$ cat src/rtl/cacheline_burst_adapter.sv
// -----------------------------------------------------------------------------
// cacheline_burst_adapter
//
// Turns one 256-bit cache line transfer into four 64-bit memory beats, and
// back. The cache side uses a request/response handshake: the request is held
// until resp_o pulses. The memory side uses a request that stays high for the
// whole burst, plus one resp_i strobe per beat transferred.
//
// Ports
//   clk        system clock, rising edge
//   rst        synchronous active-high reset
//   line_i     write-back line from cache
//   line_o     assembled fill line to cache (holds last completed read)
//   address_i  line address from cache
//   read_i     cache line-fill request
//   write_i    cache write-back request (takes priority over read_i)
//   resp_o     one-cycle completion pulse to cache
//   burst_i    read beat from memory
//   burst_o    write beat to memory (zero outside a write burst)
//   address_o  line-aligned burst address to memory
//   read_o     memory read request, held for the whole burst
//   write_o    memory write request, held for the whole burst
//   resp_i     memory beat strobe
//
// state | meaning
// ------+------------------------------------------------------------
// IDLE  | waiting for a cache request; resp_i is ignored
// READ  | read_o high, one burst_i beat captured per resp_i
// WRITE | write_o high, burst_o presents the current beat
// DONE  | resp_o pulse; back to IDLE next cycle
// -----------------------------------------------------------------------------
module cacheline_burst_adapter (
  input  logic         clk,
  input  logic         rst,
  input  logic [255:0] line_i,
  output logic [255:0] line_o,
  input  logic [31:0]  address_i,
  input  logic         read_i,
  input  logic         write_i,
  output logic         resp_o,
  input  logic [63:0]  burst_i,
  output logic [63:0]  burst_o,
  output logic [31:0]  address_o,
  output logic         read_o,
  output logic         write_o,
  input  logic         resp_i
);

  typedef enum logic [1:0] {
    IDLE  = 2'd0,
    READ  = 2'd1,
    WRITE = 2'd2,
    DONE  = 2'd3
  } state_e;

  state_e       state_q, state_d;
  logic [1:0]   beat_q,  beat_d;
  logic [31:0]  addr_q,  addr_d;
  logic [255:0] wbuf_q,  wbuf_d;
  logic [255:0] line_q,  line_d;

  // Bit offset of the current beat within the 256-bit line.
  logic [7:0]   beat_ofs;
  assign beat_ofs = {beat_q, 6'd0};

  // The line offset bits are forced to zero on the memory side.
  logic unused_addr_bits;
  assign unused_addr_bits = ^address_i[4:0];

  always_ff @(posedge clk) begin
    if (rst) begin
      state_q <= IDLE;
      beat_q  <= 2'd0;
      addr_q  <= 32'd0;
      wbuf_q  <= 256'd0;
      line_q  <= 256'd0;
    end else begin
      state_q <= state_d;
      beat_q  <= beat_d;
      addr_q  <= addr_d;
      wbuf_q  <= wbuf_d;
      line_q  <= line_d;
    end
  end

  always_comb begin
    state_d = state_q;
    beat_d  = beat_q;
    addr_d  = addr_q;
    wbuf_d  = wbuf_q;
    line_d  = line_q;

    case (state_q)
      IDLE: begin
        beat_d = 2'd0;
        if (write_i) begin
          wbuf_d  = line_i;
          addr_d  = {address_i[31:5], 5'd0};
          state_d = WRITE;
        end else if (read_i) begin
          addr_d  = {address_i[31:5], 5'd0};
          state_d = READ;
        end
      end

      READ: begin
        if (resp_i) begin
          // Beats land directly in the output line, low beat first.
          line_d[beat_ofs +: 64] = burst_i;
          beat_d = beat_q + 2'd1;
          if (beat_q == 2'd3) state_d = DONE;
        end
      end

      WRITE: begin
        if (resp_i) begin
          beat_d = beat_q + 2'd1;
          if (beat_q == 2'd3) state_d = DONE;
        end
      end

      DONE: begin
        state_d = IDLE;
      end

      default: begin
        state_d = IDLE;
      end
    endcase
  end

  always_comb begin
    read_o  = 1'b0;
    write_o = 1'b0;
    resp_o  = 1'b0;
    burst_o = 64'd0;
    case (state_q)
      READ:  read_o = 1'b1;
      WRITE: begin
        write_o = 1'b1;
        burst_o = wbuf_q[beat_ofs +: 64];
      end
      DONE:  resp_o = 1'b1;
      default: ;
    endcase
  end

  assign address_o = addr_q;
  assign line_o    = line_q;

endmodule
$ cat config.mk
export PLATFORM = sky130hd
export DESIGN_NAME = cacheline_burst_adapter
export DESIGN_NICKNAME = d
export VERILOG_FILES = /design/src/rtl/cacheline_burst_adapter.sv
export SDC_FILE = /design/constraint.sdc
export NUM_CORES = 1
export LEC_CHECK = 0
export ABC_CLOCK_PERIOD_IN_PS = 6200
export CORE_AREA = 2 2 275 277
export DETAILED_ROUTE_END_ITERATION = 10
export DIE_AREA = 0 0 277 279
export SLEW_MARGIN = 20
export SYNTH_ARGS = -nofsm -noshare
export SYNTH_HDL_FRONTEND = slang
export SYNTH_SLANG_ARGS = --single-unit
$ cat constraint.sdc
create_clock -name clk -period 6.2 [get_ports clk]
set_input_delay 0.62 -clock clk [delete_from_list [all_inputs] [get_ports clk]]
set_output_delay 0.62 -clock clk [all_outputs]
set_load 0.005 [all_outputs]
Word-level counts from Yosys, hierarchy flattened
Index checks and enable logic that the tools add are counted.
{ "classes": {"add_sub_neg": 2, "muxes": 14, "shift": 3, "reduce_logical": 9, "n_eq_ne": 7} }
{ "ops": {"columns": ["cell", "count"], "rows": [
  ["$bwmux 256", 1],
  ["$shift 64x10->256 const A", 1],
  ["$shiftx 256x9->64", 1],
  ["$shiftx 64x10->256", 1],
  ["$mux 32", 2],
  ["$mux 64", 1],
  ["$mux 2", 5],
  ["$neg 8->10", 1],
  ["$reduce_and 2->1", 4],
  ["$eq 2x2->1 const B", 3],
  ["$pmux 2 s3", 1],
  ["$ne 2x1->1 const B", 2],
  ["$pmux 2 s2", 1],
  ["$reduce_bool 2->1", 2],
  ["$mux 1", 3],
  ["$ne 3x3->1 const B", 1],
  ["$reduce_and 3->1", 1],
  ["$add 2x1->2 const B", 1],
  ["$eq 2x1->1 const B", 1],
  ["$logic_not 2->1", 1],
  ["$reduce_or 2->1", 1]
]} }
{ "totals": {"regBits": 548, "word_cells": 40, "out_inout_bits": 355, "inputBits": 357} }

Longest topological paths before layout
Gate-level depths: netlist (run 1).
{ "depth": {"depth_word": 4, "depth_mapped": 10} }

Worst setup path after synthesis (run 1)
Ideal clock, no wire load.
{ "synth_path": {"path_type": "reg2reg", "from": "reg beat_q[1]", "to": "reg line_q[210], in the netlist line_o[210]", "setup_time_ns": 0.071, "synth_period_minus_slack_ns": 2.311, "required_ns": 6.129, "slack_ns": 3.889, "stages_incl_launch_ff": 10, "path_buffers": 4, "t_arrival_ns": 2.241, "cell_sequence": "dfxtp_1 buf_2 buf_2 inv_1 ha_1 buf_6 nor4b_4 buf_6 nand3_1 a21oi_1"} }
{ "synth_via": {"elab_chain_cells": 3, "elab_cells_between_ends": 4, "cone_classes": "1 x add/sub; 2 x shift; 1 x mux"} }
{ "synth_rtl": {"columns": ["item", "line", "source"], "rows": [
  ["from (decl)", "57", "logic [1:0] beat_q, beat_d;"],
  ["from (signal assigned)", "79", "beat_q <= beat_d;"],
  ["$neg 8->10 *", "109", "line_d[beat_ofs +: 64] = burst_i;"],
  ["$shiftx 64x10->256 / $shift 64x10->256 (equally long branches)", "109", null],
  ["$bwmux 256 *", "109", null],
  ["to (signal assigned)", "82", "line_q <= line_d;"],
  ["to (decl)", "60", "logic [255:0] line_q, line_d;"]
]} }
Mark *: on every way between the ends. The rest lies on a longest branch, timed or not.
A chain may end at the register's enable or synchronous reset.

Final worst setup path (run 1)
{ "layout_path": {"from": "reg beat_q[0]", "to": "out burst_o[32]"} }
{ "layout_via": {"elab_chain_cells": 2} }
{ "layout_rtl": {"columns": ["item", "line", "source"], "rows": [
  ["$shiftx 256x9->64", "141", "burst_o = wbuf_q[beat_ofs +: 64];"],
  ["$mux 64", "137", "case (state_q)"],
  ["to (decl)", "42", "output logic [63:0] burst_o,"]
]} }
Every way passes these cells.

==> results of run 1 <==
## worst reg2reg max path: stages, from the launching register on
cell,delay (ns)
dfxtp_4,0.77
inv_1,0.22
ha_1,0.56
nor4b_4,0.26
buf_4,0.49
buf_4,0.68
nand3_1,0.19
a21oi_1,0.18
## layer usage
layer  wire length, um  track usage [%]
met5                34                0
met4              3000             8.24
met3              4880             4.19
met2             39500             33.6
met1             33300             24.6
## stage by stage
step | instance area, um^2 | utilization [%]
5_1_grt | 31700 | 42.8
2_1_floorplan | 22000 | -
4_1_cts | 31700 | 42.7
6_report | 31700 | 42.8
3_3_place_gp | 29400 | 39.7
3_5_place_dp | 29400 | 39.7
## power by group
part | switching, mW | leakage, nW | total [mW] | internal [mW]
clock network | 1.55 | 1.12 | 4.01 | 2.46
registers | 0.196 | 4.42 | 4.02 | 3.83
logic | 1.11 | 5.72 | 2.00 | 0.890
## area by class of cell
class | instances | share of cell area (%)
clock inverter | 31 | 1.43
tap | 969 | 3.83
inverter | 4 | 0.0474
clock buffer | 85 | 5.71
antenna | 8 | 0.0632
sequential | 543 | 34.3
multi-input combinational | 1733 | 31.7
timing repair buffer | 724 | 22.9
## state kept, by name, summed over array words and instances (netlist names)
name / count
beat_q: 2
address_o: 27
line_o: 256
wbuf_q: 256
state_q: 2
## worst max-delay path by stage
stage	depth (start not counted)	endpoint	slack [ns]
floorplan	9	line_o[210]	3.89
global placement	4	burst_o[32]	2.53
detailed placement	4	burst_o[62]	2.52
CTS	4	burst_o[62]	1.81
global route	4	burst_o[62]	1.68
finish	4	burst_o[32]	1.98
## cell usage in the layout, fill, tap and decap left out, types with 4 or more instances in the layout
master             n
ha_1              11
clkbuf_8          15
and2_1            64
buf_12             5
bufinv_16         10
nand3_2           69
inv_1              4
a21oi_1          416
nand3_1          125
diode_2            8
a21o_1            64
nor3b_1           66
nand2_1          760
mux4_2            64
a21oi_2           61
clkbuf_1           7
dfxtp_1          541
clkinv_2          14
buf_4             18
conb_1             5
clkbuf_16         63
clkdlybuf4s50_1  700
## kinds of logic after synthesis
kind of cell	synth area share, %
simple gates	23.6
buf+inv	5.31
fa+ha+maj	0.682
flops	49.4
other cells	0.0170
mux	6.60
compound gates	14.4
==> results.toml, run 1 <==
[finish]
multi_input_area_mm2 = 0.0100
drive_above_1_share_pct = 10.9
area_delta_synth_final_pct = 44.0
finalNonFillerCells = 4097
fill_cells = 7366
nets = 3436
seqCellArea_mm2 = 0.0109

[logic_synthesis]
syn_area_mm2 = 0.0220
synth_enable_flop_cells = 0
synth-seq-cells = 543
synth-seq-area-share_pct = 49.4
yosysMostFrequentCell = "nand2_1"
ys.warnings.count = 0
synth_top_area_share_pct = 49.4
synth_common_cells = "761 x nand2_1, 543 x dfxtp_1, 416 x a21oi_1"
synth.area.top_cells = "dfxtp_1 49%, nand2_1 13%, a21oi_1 9.5%"
syn_avg_cell_area_um2 = 8.79
synth-async-reset-ratio_pct = 0
synthCells = 2502
synth.distinct_cells = 39
yosys.area.top_type = "dfxtp_1"
ys.flop_type = "dfxtp_1"

[floorplan]
ioPinCount = 712
die-area_mm2 = 0.0773
rows = 100
die_h_um = 279
die_w_um = 277
initial_utilization_pct = 29.7
core_mm2 = 0.0741

[timing]
worst_slack_ns = 1.98
hold_violations = 0
drv_slew = 0
fmax_mhz = 237
relSlewSlack_pct = 19.8
clock-skew-final_ns = 0.0228
finalSetupViolCount = 0
period_share_pct = 68.1
fin_tns_setup_ns = 0
rsz0062_at_grt = "false"
timing.hold.ws_ns = 0.389
tightest_slew_ns = 1.20
post-route-min-period_ns = 4.22

[global_routing]
grt_overflow = 0
grt_max_degree = 220
grt_pass1_vias = 19000
grt_antenna_before_repair = 11
grt_pass1_wl_mm = 120
grt_util_all_layers_pct = 19.9

[power]
p_leak_nw = 11.3
irDropWorstVdd_mv = 0.263
power_density_mw_per_mm2 = 317
p_total_mw = 10.0

[setup_path]
reg2reg_slack_ns = 2.75
start_kind = "flip-flop"
crit_type = "flip-flop to output port"
required_ns = 5.58
critical_path_buf_inv_count = 2
r2r_start = "beat_q[0]"
arrival_ns = 3.60
crit_fanout = 42
cp-startpoint = "beat_q[0]"
crit_family = "buffers and inverters"
end_kind = "output port"
reg2reg_depth = 7
slowest_delay_ns = 0.81
rr_endpoint = "line_o[128]"
cp_slowest_cell = "buf_4"
path_cells = "buf_4 -> mux4_2 -> and2_1 -> clkdlybuf4s50_1"

[routing]
dr.pass1.iters = 5
viasPerCell = 4.80
final_antenna_net_count = 0
drt-initial-drc-count = 1472
wl_per_cell_um = 19.7
wl_mm = 80.6
drc = 0
via_count = 19700

[worst_hold_path]
hp-start = "rst"
hold_end = "line_o[172]"
hold_class = "primary input to flip-flop"
min_path_cells = 2

[cts]
cts_buffer_depth = 3
cts_hold_buf = 0
cts_buffers = 61
clkSinkCount = 543
cts_root_buffer = "clkbuf_16"
cts_tree = "yes"
htreeDepth = 2
cts-resized-gates = 0
clkLatencyLatePin_ns = 0.63
clk_pin_slew_ns = 0.06
post_cts_buffers = 0

[outcome]
status = "complete, no violations"

[placed_design]
place_hpwl_mm = 53.3
place_congestion = 0.825
place_ws_ns = 2.52
dp.cells = 3973
io_buffers = 701

[job]
maxCapViolCount = 0
No activity file was read; power rests on OpenSTA's default activity.
==> run 2: changes to the inputs <==
--- a/config.mk
+++ b/config.mk
@@ -5,7 +5,7 @@
 export SDC_FILE = /design/constraint.sdc
 export NUM_CORES = 1
 export LEC_CHECK = 0
-export ABC_CLOCK_PERIOD_IN_PS = 6200
+export ABC_CLOCK_PERIOD_IN_PS = 4000
 export CORE_AREA = 2 2 275 277
 export DETAILED_ROUTE_END_ITERATION = 10
 export DIE_AREA = 0 0 277 279
==> constraint.sdc (replaced) <==
create_clock -name clk -period 4 [get_ports clk]
set_input_delay 0.4 -clock clk [delete_from_list [all_inputs] [get_ports clk]]
set_output_delay 0.4 -clock clk [all_outputs]
set_load 0.005 [all_outputs]
==> results.toml, run 2 (synthesized netlist as in run 1, its figures left out) <==
[finish]
drive_above_1_share_pct = 11.1
area_delta_synth_final_pct = 44.3
final_cell_mix = "760 x nand2_1, 700 x clkdlybuf4s50_1, 541 x dfxtp_1, 416 x a21oi_1, 125 x nand3_1"
fill_cells = 7325
postLayoutCoreUtil_pct = 42.8
nets = 3455
final_common_cell = "nand2_1"

[global_routing]
grt_util_all_layers_pct = 20.0
grt_antenna_before_repair = 14
grt_pass1_wl_mm = 120
grt_pass1_vias = 19100
grt_max_degree = 140
grt_overflow = 0

[floorplan]
initial_utilization_pct = 29.7
ioPinCount = 712
die-area_mm2 = 0.0773
die_h_um = 279
rows = 100
core_mm2 = 0.0741
die_w_um = 277

[timing]
fmax_mhz = 288
tightest_slew_ns = 1.01
rsz0062_at_grt = "false"
finalSetupViolCount = 0
hold_violations = 0
worst_slack_ns = 0.523
drv_slew = 0
timing.hold.ws_ns = 0.206
post-route-min-period_ns = 3.48
fin_tns_setup_ns = 0
relSlewSlack_pct = 32.2
clock-skew-final_ns = 0.0338
period_share_pct = 86.9

[placed_design]
place_congestion = 0.830
io_buffers = 701
place_ws_ns = 1.03
place_hpwl_mm = 54.8

[setup_path]
required_ns = 3.60
arrival_ns = 3.08
crit_fanout = 54
end_kind = "output port"
start_kind = "flip-flop"
crit_type = "flip-flop to output port"

[cts]
cts_tree = "yes"
cts_root_buffer = "clkbuf_16"
cts_buffers = 61
cts-resized-gates = 0
cts_buffer_depth = 3
post_cts_buffers = 0
cts_hold_buf = 0
clkSinkCount = 543
clk_pin_slew_ns = 0.06
clkLatencyLatePin_ns = 0.63
htreeDepth = 2

[routing]
wl_per_cell_um = 19.6
drt-initial-drc-count = 1399
viasPerCell = 4.79
wl_mm = 80.8
via_count = 19700
final_antenna_net_count = 0
drc = 0
dr.pass1.iters = 4

[power]
switchingPower_mw = 4.39
switching_share_pct = 29.0
power_frac_comb_pct = 21.2
power_frac_seq_pct = 41.1
irDropWorstVdd_mv = 0.364
clockPowerShare_pct = 37.7
power_density_mw_per_mm2 = 477
p_leak_nw = 11.3
internal-power_mw = 10.7

[job]
maxCapViolCount = 0

[worst_hold_path]
hold_class = "primary input to flip-flop"

[outcome]
status = "complete, no violations"
-- run 2: stage by stage --
stage	power (mW)	std cells	cell area (um^2)
finish	15.1	4112	31700
global route	15.9	4112	31700
detailed placement	9.59	3992	29700
global placement	9.56	3992	29700
floorplan	8.18	2506	22000
CTS	15.3	4099	31700
-- run 2: power groups by stage --
stage	clock network (mW)	logic (mW)	registers, mW
global placement	0	3.24	6.32
finish	5.71	3.22	6.22
CTS	5.85	3.27	6.22
detailed placement	0	3.26	6.33
global route	6.05	3.56	6.28
floorplan	0	1.93	6.24
-- run 2: critical path, cell delays in order (launching register included) --
cell and delay, ns:
dfxtp_4 0.61, buf_12 0.41, mux4_2 0.60, and2_1 0.17
clkdlybuf4s50_1 0.52
-- run 2: cell type report --
| type | count | area [um^2] | share of cell area, % |
|---|---|---|---|
| sequential | 543 | 10900 | 34.3 |
| multi-input combinational | 1733 | 10000 | 31.6 |
| timing repair buffer | 743 | 7520 | 23.7 |
| clock buffer | 92 | 1860 | 5.85 |
| tap | 969 | 1210 | 3.82 |
| clock inverter | 15 | 185 | 0.583 |
| antenna | 13 | 32.5 | 0.102 |
| inverter | 4 | 15.0 | 0.0473 |
-- run 2: final timing paths --
check	from	to	slack (ns)	depth (start not counted)
hold / removal	rst	line_o[163]	0.21	2
setup / recovery	beat_q[0]	burst_o[32]	0.52	4
hold reg to reg	line_o[222]	line_o[222]	0.45	2
setup reg to reg	beat_q[0]	line_o[245]	1.07	6
-- run 2: metal layers --
metal	vias up	GRT usage, %	wire length [um]
li1	9589	-	-
met1	9410	25.1	33900
met2	570	33.4	39200
met3	136	4.27	4920
met4	2	7.90	2710
met5	-	0	13
==> run 3: changes to the inputs <==
--- a/config.mk
+++ b/config.mk
@@ -5,7 +5,7 @@
 export SDC_FILE = /design/constraint.sdc
 export NUM_CORES = 1
 export LEC_CHECK = 0
-export ABC_CLOCK_PERIOD_IN_PS = 4000
+export ABC_CLOCK_PERIOD_IN_PS = 3600
 export CORE_AREA = 2 2 275 277
 export DETAILED_ROUTE_END_ITERATION = 10
 export DIE_AREA = 0 0 277 279
==> constraint.sdc (replaced) <==
create_clock -name clk -period 3.6 [get_ports clk]
set_input_delay 0.36 -clock clk [delete_from_list [all_inputs] [get_ports clk]]
set_output_delay 0.36 -clock clk [all_outputs]
set_load 0.005 [all_outputs]
==> results.toml, run 3 (synthesized netlist as in run 1, its figures left out) <==
[setup_path]
crit_type = "flip-flop to output port"
required_ns = 3.24
arrival_ns = 2.89
cp-startpoint = "beat_q[0]"
start_kind = "flip-flop"
reg2reg_depth = 6
crit_fanout = 28
end_kind = "output port"
setup.worst_path.end = "burst_o[36]"
reg2reg_slack_ns = 0.91
rr_endpoint = "line_o[202]"
r2r_start = "beat_q[0]"

[power]
p_total_mw = 16.9
irDropWorstVdd_mv = 0.415
clockPowerShare_pct = 37.6
internal-power_mw = 12.0
p_leak_nw = 11.3
switching_share_pct = 29.0
power_frac_seq_pct = 41.0
power_frac_comb_pct = 21.4
switchingPower_mw = 4.90
power_density_mw_per_mm2 = 532

[cts]
htreeDepth = 2
cts_tree = "yes"
post_cts_buffers = 0
cts_buffer_depth = 3
clkLatencyLatePin_ns = 0.62
cts_buffers = 61
cts_hold_buf = 0
cts_root_buffer = "clkbuf_16"
clk_pin_slew_ns = 0.06
cts-resized-gates = 0
clkSinkCount = 543

[floorplan]
die_w_um = 277
die-area_mm2 = 0.0773
core_mm2 = 0.0741
die_h_um = 279
rows = 100
ioPinCount = 712
initial_utilization_pct = 29.7

[timing]
fin_tns_setup_ns = 0
timing.hold.ws_ns = 0.163
tightest_slew_ns = 0.926
relSlewSlack_pct = 38.3
rsz0062_at_grt = "false"
post-route-min-period_ns = 3.25
clock-skew-final_ns = 0.0195
hold_violations = 0
fmax_mhz = 308
worst_slack_ns = 0.348
drv_slew = 0
period_share_pct = 90.3
finalSetupViolCount = 0

[placed_design]
place_congestion = 0.850
place_ws_ns = 0.854
io_buffers = 701
dp.cells = 3992
place_hpwl_mm = 54.5

[job]
maxCapViolCount = 0

[routing]
wl_mm = 81.1
drc = 0
viasPerCell = 4.80
via_count = 19800
drt-initial-drc-count = 1281
final_antenna_net_count = 0
wl_per_cell_um = 19.7
dr.pass1.iters = 5

[finish]
finalNonFillerCells = 4115
nets = 3455
area_delta_synth_final_pct = 44.4
drive_above_1_share_pct = 11.1
final_cell_mix = "760 x nand2_1, 700 x clkdlybuf4s50_1, 541 x dfxtp_1, 416 x a21oi_1, 125 x nand3_1"
final_common_cell = "nand2_1"

[global_routing]
grt_antenna_before_repair = 16
grt_pass1_wl_mm = 121
grt_util_all_layers_pct = 20.0
grt_pass1_vias = 19000
grt_max_degree = 165
grt_overflow = 0

[outcome]
status = "complete, no violations"

[worst_hold_path]
hold_class = "primary input to flip-flop"
run 3: worst min path at each step:
stage | from | to | slack (ns) | depth (start not counted)
detailed placement | line_o[235] | line_o[235] | 0.44 | 2
floorplan | wbuf_q[128] | wbuf_q[128] | 0.43 | 2
finish | rst | line_o[160] | 0.16 | 2
CTS | rst | line_o[160] | 0.14 | 2
global route | rst | line_o[149] | 0.16 | 2
global placement | line_o[130] | line_o[130] | 0.44 | 2
run 3: layout make-up:
cell class / count / area [um^2]
fill: 7398 / 42300
sequential: 543 / 10900
multi-input combinational: 1733 / 10000
timing repair buffer: 743 / 7570
clock buffer: 89 / 1810
tap: 969 / 1210
clock inverter: 19 / 216
antenna: 15 / 37.5
inverter: 4 / 15.0
run 3: routing by layer:
metal / GRT usage [%] / share of wire (%)
met1: 24.9 / 42
met2: 33.0 / 48
met3: 4.64 / 6.7
met4: 9.04 / 3.6
met5: 0 / 0.011
run 3: stage by stage:
step	area, um^2	util, %
global route	31800	42.9
floorplan	22000	-
finish	31800	42.9
global placement	29700	40.1
detailed placement	29700	40.1
CTS	31700	42.8
run 3: power by group through the flow:
stage / clock network (mW) / registers [mW] / logic, mW
after floorplan: 0 / 6.94 / 2.15
after global placement: 0 / 7.04 / 3.64
after CTS: 6.50 / 6.93 / 3.68
after global routing: 6.78 / 6.99 / 3.99
final: 6.34 / 6.93 / 3.62
after detailed placement: 0 / 7.05 / 3.66
run 3: worst max-delay path, cell delays in order, from the launching register on:
cell             delay (ns)
dfxtp_4                0.69
buf_12                 0.33
mux4_2                 0.58
and2_1                 0.18
clkdlybuf4s50_1        0.48
